`src/rtl/multiplier_core_if.sv`:
```
// Handshake and result bus between the multiplier core and its user.
interface multiplier_core_if #(
  parameter int unsigned WIDTH = 32
);
  logic             op_start;
  logic             op_clear;
  logic [WIDTH-1:0] multiplicand;
  logic [WIDTH-1:0] multiplier;
  logic [1:0]       state;
  logic [WIDTH-1:0] U;
  logic [WIDTH-1:0] V;
  logic             op_done;

  // Requester side: issues operands and commands, observes the result.
  modport master (
    output op_start, op_clear, multiplicand, multiplier,
    input  state, U, V, op_done
  );

  // Core side.
  modport slave (
    input  op_start, op_clear, multiplicand, multiplier,
    output state, U, V, op_done
  );
endinterface

```
`src/rtl/multiplier_core.sv`:
```
// Sequential unsigned shift-add multiplier: one add/shift step per clock,
// {U,V} carries the running partial product and ends as the full product.
module multiplier_core #(
  parameter int unsigned WIDTH = 32
) (
  input  logic              clk,
  input  logic              reset_n,
  multiplier_core_if.slave  bus
);

  typedef enum logic [1:0] {
    IDLE = 2'b00,
    EXEC = 2'b01,
    DONE = 2'b10
  } state_t;

  localparam logic [5:0] LAST_STEP = 6'(WIDTH - 1);

  state_t           state_q, state_d;
  logic [WIDTH-1:0] u_q, u_d;
  logic [WIDTH-1:0] v_q, v_d;
  logic [WIDTH-1:0] x_q, x_d;
  logic [5:0]       count_q, count_d;
  logic [WIDTH:0]   sum;

  // Register all state; reset abandons any operation immediately.
  always_ff @(posedge clk or negedge reset_n) begin
    if (!reset_n) begin
      state_q <= IDLE;
      u_q     <= '0;
      v_q     <= '0;
      x_q     <= '0;
      count_q <= '0;
    end else begin
      state_q <= state_d;
      u_q     <= u_d;
      v_q     <= v_d;
      x_q     <= x_d;
      count_q <= count_d;
    end
  end

  // Next-state and datapath: clear wins over everything, then the state action.
  always_comb begin
    state_d = state_q;
    u_d     = u_q;
    v_d     = v_q;
    x_d     = x_q;
    count_d = count_q;
    // Carry kept as the top bit; it becomes the MSB of U after the shift.
    sum     = {1'b0, u_q} + (v_q[0] ? {1'b0, x_q} : '0);

    if (bus.op_clear) begin
      state_d = IDLE;
      u_d     = '0;
      v_d     = '0;
      count_d = '0;
    end else begin
      case (state_q)
        IDLE: begin
          u_d = '0;
          v_d = '0;
          if (bus.op_start) begin
            x_d     = bus.multiplicand;
            v_d     = bus.multiplier;
            count_d = '0;
            state_d = EXEC;
          end
        end
        EXEC: begin
          // {c, sum, V} shifted right by one; the consumed multiplier bit drops off.
          u_d     = sum[WIDTH:1];
          v_d     = {sum[0], v_q[WIDTH-1:1]};
          count_d = count_q + 6'd1;
          if (count_q == LAST_STEP) state_d = DONE;
        end
        DONE: begin
          // Product held until cleared.
        end
        default: state_d = IDLE;
      endcase
    end
  end

  assign bus.state   = state_q;
  assign bus.U       = u_q;
  assign bus.V       = v_q;
  assign bus.op_done = (state_q == DONE);

endmodule

```
`src/flat_wrapper.sv`:
```
// flat-port wrapper written by rule: the top's interface ports become plain ports
module multiplier_core_flat 
#(
  parameter int unsigned WIDTH = 32
)
  (clk, reset_n, bus_op_start, bus_op_clear, bus_multiplicand, bus_multiplier, bus_state, bus_U, bus_V, bus_op_done);
  multiplier_core_if #(.WIDTH(WIDTH)) bus_i ();
  input  logic clk;
  input  logic reset_n;
  input wire logic [$bits(bus_i.op_start)-1:0] bus_op_start;
  input wire logic [$bits(bus_i.op_clear)-1:0] bus_op_clear;
  input wire logic [$bits(bus_i.multiplicand)-1:0] bus_multiplicand;
  input wire logic [$bits(bus_i.multiplier)-1:0] bus_multiplier;
  output wire logic [$bits(bus_i.state)-1:0] bus_state;
  output wire logic [$bits(bus_i.U)-1:0] bus_U;
  output wire logic [$bits(bus_i.V)-1:0] bus_V;
  output wire logic [$bits(bus_i.op_done)-1:0] bus_op_done;
  assign bus_i.op_start = bus_op_start;
  assign bus_i.op_clear = bus_op_clear;
  assign bus_i.multiplicand = bus_multiplicand;
  assign bus_i.multiplier = bus_multiplier;
  assign bus_state = bus_i.state;
  assign bus_U = bus_i.U;
  assign bus_V = bus_i.V;
  assign bus_op_done = bus_i.op_done;
  multiplier_core #(.WIDTH(WIDTH)) u_core (.clk(clk), .reset_n(reset_n), .bus(bus_i));
endmodule
```
`config.mk`:
```
export PLATFORM = sky130hd
export DESIGN_NAME = multiplier_core_flat
export DESIGN_NICKNAME = d
export VERILOG_FILES = /design/src/rtl/multiplier_core_if.sv /design/src/rtl/multiplier_core.sv /design/src/flat_wrapper.sv
export SDC_FILE = /design/constraint.sdc
export NUM_CORES = 1
export LEC_CHECK = 0
export CAP_MARGIN = 20
export CORE_UTILIZATION = 45
export DETAILED_ROUTE_END_ITERATION = 8
export GPL_TIMING_DRIVEN = 0
export PLACE_DENSITY = 0.71
export SYNTH_ARGS = -nofsm -noshare
export SYNTH_HDL_FRONTEND = slang
export SYNTH_SLANG_ARGS = --single-unit
```
`constraint.sdc`:
```
create_clock -name clk -period 2.8 [get_ports clk]
set_input_delay 0.28 -clock clk [delete_from_list [all_inputs] [get_ports clk]]
set_output_delay 0.28 -clock clk [all_outputs]
set_load 0.05 [all_outputs]
```
==> impl_metrics.tcl <==
set metrics [dict create \
    start_util_pct 46.83 \
    wirelength_mm 17.44 \
    avgRoutedWirePerCell_um 15.48 \
    grt_pass1_vias 5804 \
    tns_ps 0 \
    max_freq_ghz 0.3670 \
    drive_gt1_share_pct 12.99 \
    multi_input_area_um2 3864 \
    rows 43 \
    p_per_area_nw_per_um2 437.6 \
    worst_ep_arrival_time_ps 2980 \
    insertion_delay_ps 360 \
    crit_required_ps 3050 \
    hpwl_mm 12.81 \
    dr.pass1.iters 7 \
    crit_fanout 10 \
    synth-async-reset-ratio_pct 100.0 \
    fill_cells 1243 \
    clock_path_buffers 2 \
    drtIter0Drc 380 \
    cpMaxStageDelayCell "dfrtp_2" \
    ir_worst_vdd_uv 306.8 \
    yosysMostFrequentCell "nor2_1" \
    vias 6099 \
    synth_area_leader_cell "dfrtp_1" \
    syn_inst 784 \
    run_status "finished, final reports clean" \
    synthTopCellsByArea "dfrtp_1, a21oi_1, nor2_1" \
    io_pins 135 \
    dieArea_um2 15100 \
    synth.top_cell.area_share_pct 39.57 \
    grt-ovfl-total 0 \
    synth_fp_nets 886 \
    drc 0 \
    yosys-top-cells-count "nor2_1, dfrtp_1, a21oi_1" \
    cp-end-kind "flip-flop" \
    finalSetupViolCount 0 \
    p_total_mw 3.830 \
    cts_sinks 104 \
    path_cells "buf_4 > and2_1 > ha_2 > nand4_2 > a211oi_4 > nor2_2 > o221a_4 > o22a_4 > a221oi_2 > nand2_1" \
    antenna_found_initial 0 \
    grt_first_pass_wirelength_mm 28.45 \
    synth_cell_type_count 69 \
    finClkSkew_ps 12.57 \
    finalCritPeriodShare_pct 97.32 \
    ys_ff_latch 104 \
    port_buffers 133 \
    ys.flop_type "dfrtp_1" \
    grt_use_total_pct 24.13 \
    clk_pin_slew_ps 80 \
    die_y_um 122.9 \
    worst_pin_slew_ps 751.8 \
    hold_violations 0 \
    start_kind "flip-flop" \
    critical_path_class "flip-flop to flip-flop" \
    layout.nets 1044 \
    drv_slew 0 \
    yosysWarnings 0 \
    synth-edff-count 0 \
    ant_nets 0 \
    antenna-diode-count 0 \
    syn_area_um2 6576 \
    syn2layout_area_growth_pct 33.09 \
    hp-class "input port to async pin" \
    cap_viol_max_count 0 \
    cts_inserted_buffers 9 \
    place_congestion 0.8903 \
    yosysSeqAreaShare_pct 39.57 \
    avgViaCountPerCell 5.412 \
    hold_ws_ps 417.9 \
    grt_start_max_net_pins 70 \
    core_um2 14040 \
    h-tree-depth 3 \
    postSynthAreaPerCell_um2 8.388 \
    cts_root_buffer "clkbuf_16" \
    leakage_nw 3.790 \
    cts_tree "done" \
    die_w_um 122.9 \
    slew_headroom_pct 49.75 \
    rsz0062_at_grt "yes" \
    seq_area_um2 2604 \
    critPathMaxStageDelay_ps 490 \
    period_needed_ps 2725 \
]
## layout make-up
cell class	instances	area share, %
timing repair buffer	147	16.67
multi-input combinational	615	44.15
clock buffer	9	2.573
inverter	14	0.6004
sequential	104	29.75
clock inverter	7	0.9578
buffer	51	2.731
tap	180	2.573
## per-layer routing
metal | global-route usage [%] | wire length [um] | vias to the layer above
li1 | - | - | 3042
met1 | 31.37 | 7977 | 2864
met2 | 39.57 | 8117 | 177
met3 | 6.919 | 1151 | 16
met4 | 5.716 | 198 | 0
met5 | 0 | 0 | -
## per-stage QoR
stage               std cells  instance area, um2  utilization (%)  setup WS, ps
finish                   1127                8752            62.33         75.05
CTS                      1115                8513            60.63         11.33
detailed placement       1098                8159            58.10        -351.6
global placement         1097                8134            57.93         -3018
floorplan                 784                6578                -         102.2
global route             1127                8752            62.33        -24.33
## path summary, 6_finish.rpt
check	from	end	slack, ps	depth (start not counted)
worst max-delay path	u_core.bus.V[0]	u_core.bus.U[29]	80	10
worst min-delay path	reset_n	u_core.x_q[14]	420	2
worst max register to register	u_core.bus.V[0]	u_core.bus.U[29]	80	10
worst min register to register	u_core.count_q[5]	u_core.count_q[5]	490	1
max in group asynchronous	reset_n	u_core.bus.V[0]	1680	3
min in group clk	u_core.count_q[5]	u_core.count_q[5]	490	1
## worst max-delay path, delay by kind of cell, from the launching register on
family,cells,cell delay (ps)
flops,1,490
buf+inv,1,190
fa+ha+maj,1,380
simple gates,4,480
compound gates,4,1080
## flip-flops by register name, summed over array words and instances, names as in the netlist
register	flops
u_core.bus.U	32
u_core.bus.V	32
u_core.x_q	32
u_core.count_q	6
u_core.bus.state	2
## power by group
group	total, mW	leakage (nW)	switching, mW	internal (mW)
sequential	1.72	1.36	0.0829	1.64
clock	1.35	0.155	0.630	0.715
combinational	0.765	2.27	0.421	0.343
total	3.83	3.79	1.13	2.70
## cell usage in the layout (no fill, tap or decap), drive strengths merged, types with 32 or more instances in the layout
cell type | Yosys | layout
o21ai | 47 | 47
a21oi | 105 | 105
clkdlybuf4s50 | 0 | 131
and2 | 34 | 34
buf | 17 | 32
nor2 | 120 | 120
nand2 | 100 | 100
clkbuf | 34 | 42
dfrtp | 104 | 104
ha | 33 | 33
mux2 | 32 | 32
## cells by family after synthesis
family,Yosys count,synth area share [%]
xor+xnor,23,3.063
fa+ha+maj,34,6.583
simple gates,307,21.00
flops,104,39.57
mux,34,5.784
buf+inv,65,4.072
compound gates,217,19.92
## timing repair
action	in CTS	in global routing
setup endpoints to repair	12	16
pin swaps	1	20
endpoints found under the hold margin	35	0
resized for setup	8	41
hold buffers	1	0
buffers inserted	0	12
Power figures use the tool's default switching activity.
==> RTL edit (config.mk and constraints unchanged) <==
Take the reset off `v_q` and load it in a clocked block of its own.
--- a/src/rtl/multiplier_core.sv
+++ b/src/rtl/multiplier_core.sv
@@ -28,16 +28,18 @@
     if (!reset_n) begin
       state_q <= IDLE;
       u_q     <= '0;
-      v_q     <= '0;
       x_q     <= '0;
       count_q <= '0;
     end else begin
       state_q <= state_d;
       u_q     <= u_d;
-      v_q     <= v_d;
       x_q     <= x_d;
       count_q <= count_d;
     end
+  end
+
+  always_ff @(posedge clk) begin
+    v_q <= v_d;
   end
 
   // Next-state and datapath: clear wins over everything, then the state action.
Behaviour: not the same (Yosys sat finds a counterexample within 4 cycles, from zero or initial values and one cycle with reset_n low).
==> RTL edit against the unedited design <==
Power down 4.3%. Via count down 0.34%. Final cell count down 1.4%. Largest power group unchanged. Synthesized cell count down 0.64%. Critical path depth up 1. Routed wire length up 2.4%. Worst setup slack worse by 0.034 ns. Synthesized area down 3.2%. Sequential cell count unchanged. Cell area down 3.4%.
==> RTL edit: results (changes against the unedited design) <==
Route
  – DRT antenna net count: 0 (unchanged)
  – Average wire per standard cell: 16.07 microns (+3.8%)
  – Iteration-0 DRC count of the detailed router: 455 (+20%)
  – TritonRoute pass-1 iters: 5 (-2)
  – Vias: 6078 (-0.34%)

Synth
  – Seq/Total Area, Yosys: 38.36% (-1.2 points)
  – Synth top cells by count: 119 x nor2_1, 100 x a21oi_1, 92 x nand2_1, 72 x dfrtp_1, 48 x o21ai_0
  – Synthesized Nets: 881 (-0.56%)
  – Async SR Flop Fraction: 69.23% (-31 points)
  – Synth unique cells: 61 (-12%)
  – Yosys warning total: 0 (unchanged)
  – Largest cells by area after synthesis: dfrtp_1 28%, dfxtp_1 10%, a21oi_1 7.9%

Global route
  – First-pass GRT wire length: 28.95 mm (+1.8%)
  – Vias in the first global route: 5695 (-1.9%)
  – Largest net degree at the start of global routing: 73 (+4.3%)
  – All-layer global routing usage: 25.36% (+1.2 points)

Finish
  – Filler Cells Inserted: 1277 (+2.7%)
  – Antenna fix cells: 0 (unchanged)
  – Layout cells sized above 1: 9.989% (-3.0 points)
  – Final #Nets: 1028 (-1.5%)

STA
  – WHS: 0.4822 ns (+0.06427 ns)
  – Min cycle time layout: 2.759 ns (+0.03357 ns)
  – Worst slew pin tran: 0.8172 ns (+0.06535 ns)
  – Worst clock skew: 0.01077 ns (-0.001794 ns)

Worst setup path
  – Reg-to-reg critical path endpoint: u_core.bus.U[28]
  – Reg2reg start: u_core.bus.V[0]
  – R2r worst-path depth: 11 (+1)
  – Worst EP arrival: 3.00 ns (+0.02 ns)
  – R2r setup slk: 0.04 ns (-0.03 ns)

Outcome
  – Outcome: completed

Power and ir drop
  – Logic gate share of total power: 20.6% (+0.6 points)
  – P_leak: 3.601 nW (-5.0%)
  – Worst-case vdd ir drop: 0.3115 mV (+1.5%)
  – Flop pwr share: 46.8% (+1.9 points)
  – Sw Pwr: 1.086 mW (-4.2%)

Clocking
  – Clk Latency, worst-skew pair: 0.36 ns (about the same)
  – Clk buf depth: 2 (unchanged)
  – H-tree depth reported by CTS: 3 (unchanged)
  – Num CTS Buffers: 9 (unchanged)

Place
  – Detail Placement HPWL: 12.93 mm (+0.92%)
  – Post-DP Area: 7951 sq um (-2.5%)
  – GP Congestion: 0.9035 (+1.5%)
  – Worst slack, placed: -0.3466 ns (+0.004978 ns)
  – # port buffers: 133 (unchanged)
[RTL edit: area by class of cell]
class                   instances  area (sq um)  share of cell area [%]
plain buffers                  46         207.7                   2.458
well taps                     180         225.2                   2.665
multi-input cells             616          3862                   45.71
repair buffers                139          1399                   16.55
clock inverters                 6         43.79                  0.5182
inverters                      10         37.54                  0.4442
flip-flops and latches        104          2446                   28.95
clock buffers                  10         229.0                   2.710
[RTL edit: critical path, cell delays in order, from the launching register on]
cell and delay, ns:
dfxtp_4 0.37, clkbuf_8 0.16, and2_1 0.14, ha_1 0.28, buf_6 0.14, a21o_1 0.16
a211oi_2 0.20, and2b_1 0.16, a21oi_2 0.08, o21a_1 0.23, or4_1 0.48, a32o_1 0.25
[RTL edit: logic make-up (layout without fill, tap and decap cells)]
group	count (synthesis)	in the layout	synth area share [%]
flip-flops	104	104	38.36
XOR/XNOR	17	17	2.339
buffers and inverters	59	211	3.675
AO/OA/AOI/OAI	217	217	20.22
multiplexers	34	34	5.975
adder cells (fa/ha/maj)	34	34	6.800
AND/OR/NAND/NOR	314	314	22.62
[RTL edit: metrics by stage]
stage,std cells,power [mW],utilization [%]
final,1111,3.664,61.12
after global routing,1111,3.838,61.12
after CTS,1111,3.696,60.37
after detailed placement,1093,2.482,57.51
after global placement,1092,2.466,57.33
after floorplan,779,2.188,-
[RTL edit: layer usage]
layer	up-vias	wire length (microns)	track usage (%)	share of wire, %
li1	3028	-	-	-
met1	2864	8109	33.26	45
met2	168	8305	40.00	47
met3	18	1199	8.224	6.7
met4	0	244	6.790	1.4
met5	-	0	0	0
[RTL edit: timing repair]
action | in CTS | in global routing
pin swaps | 4 | 7
buffers inserted | 1 | 3
setup endpoints to repair | 13 | 11
gates resized for setup | 21 | 27
hold buffers | 1 | 0
endpoints found under the hold margin | 72 | 0
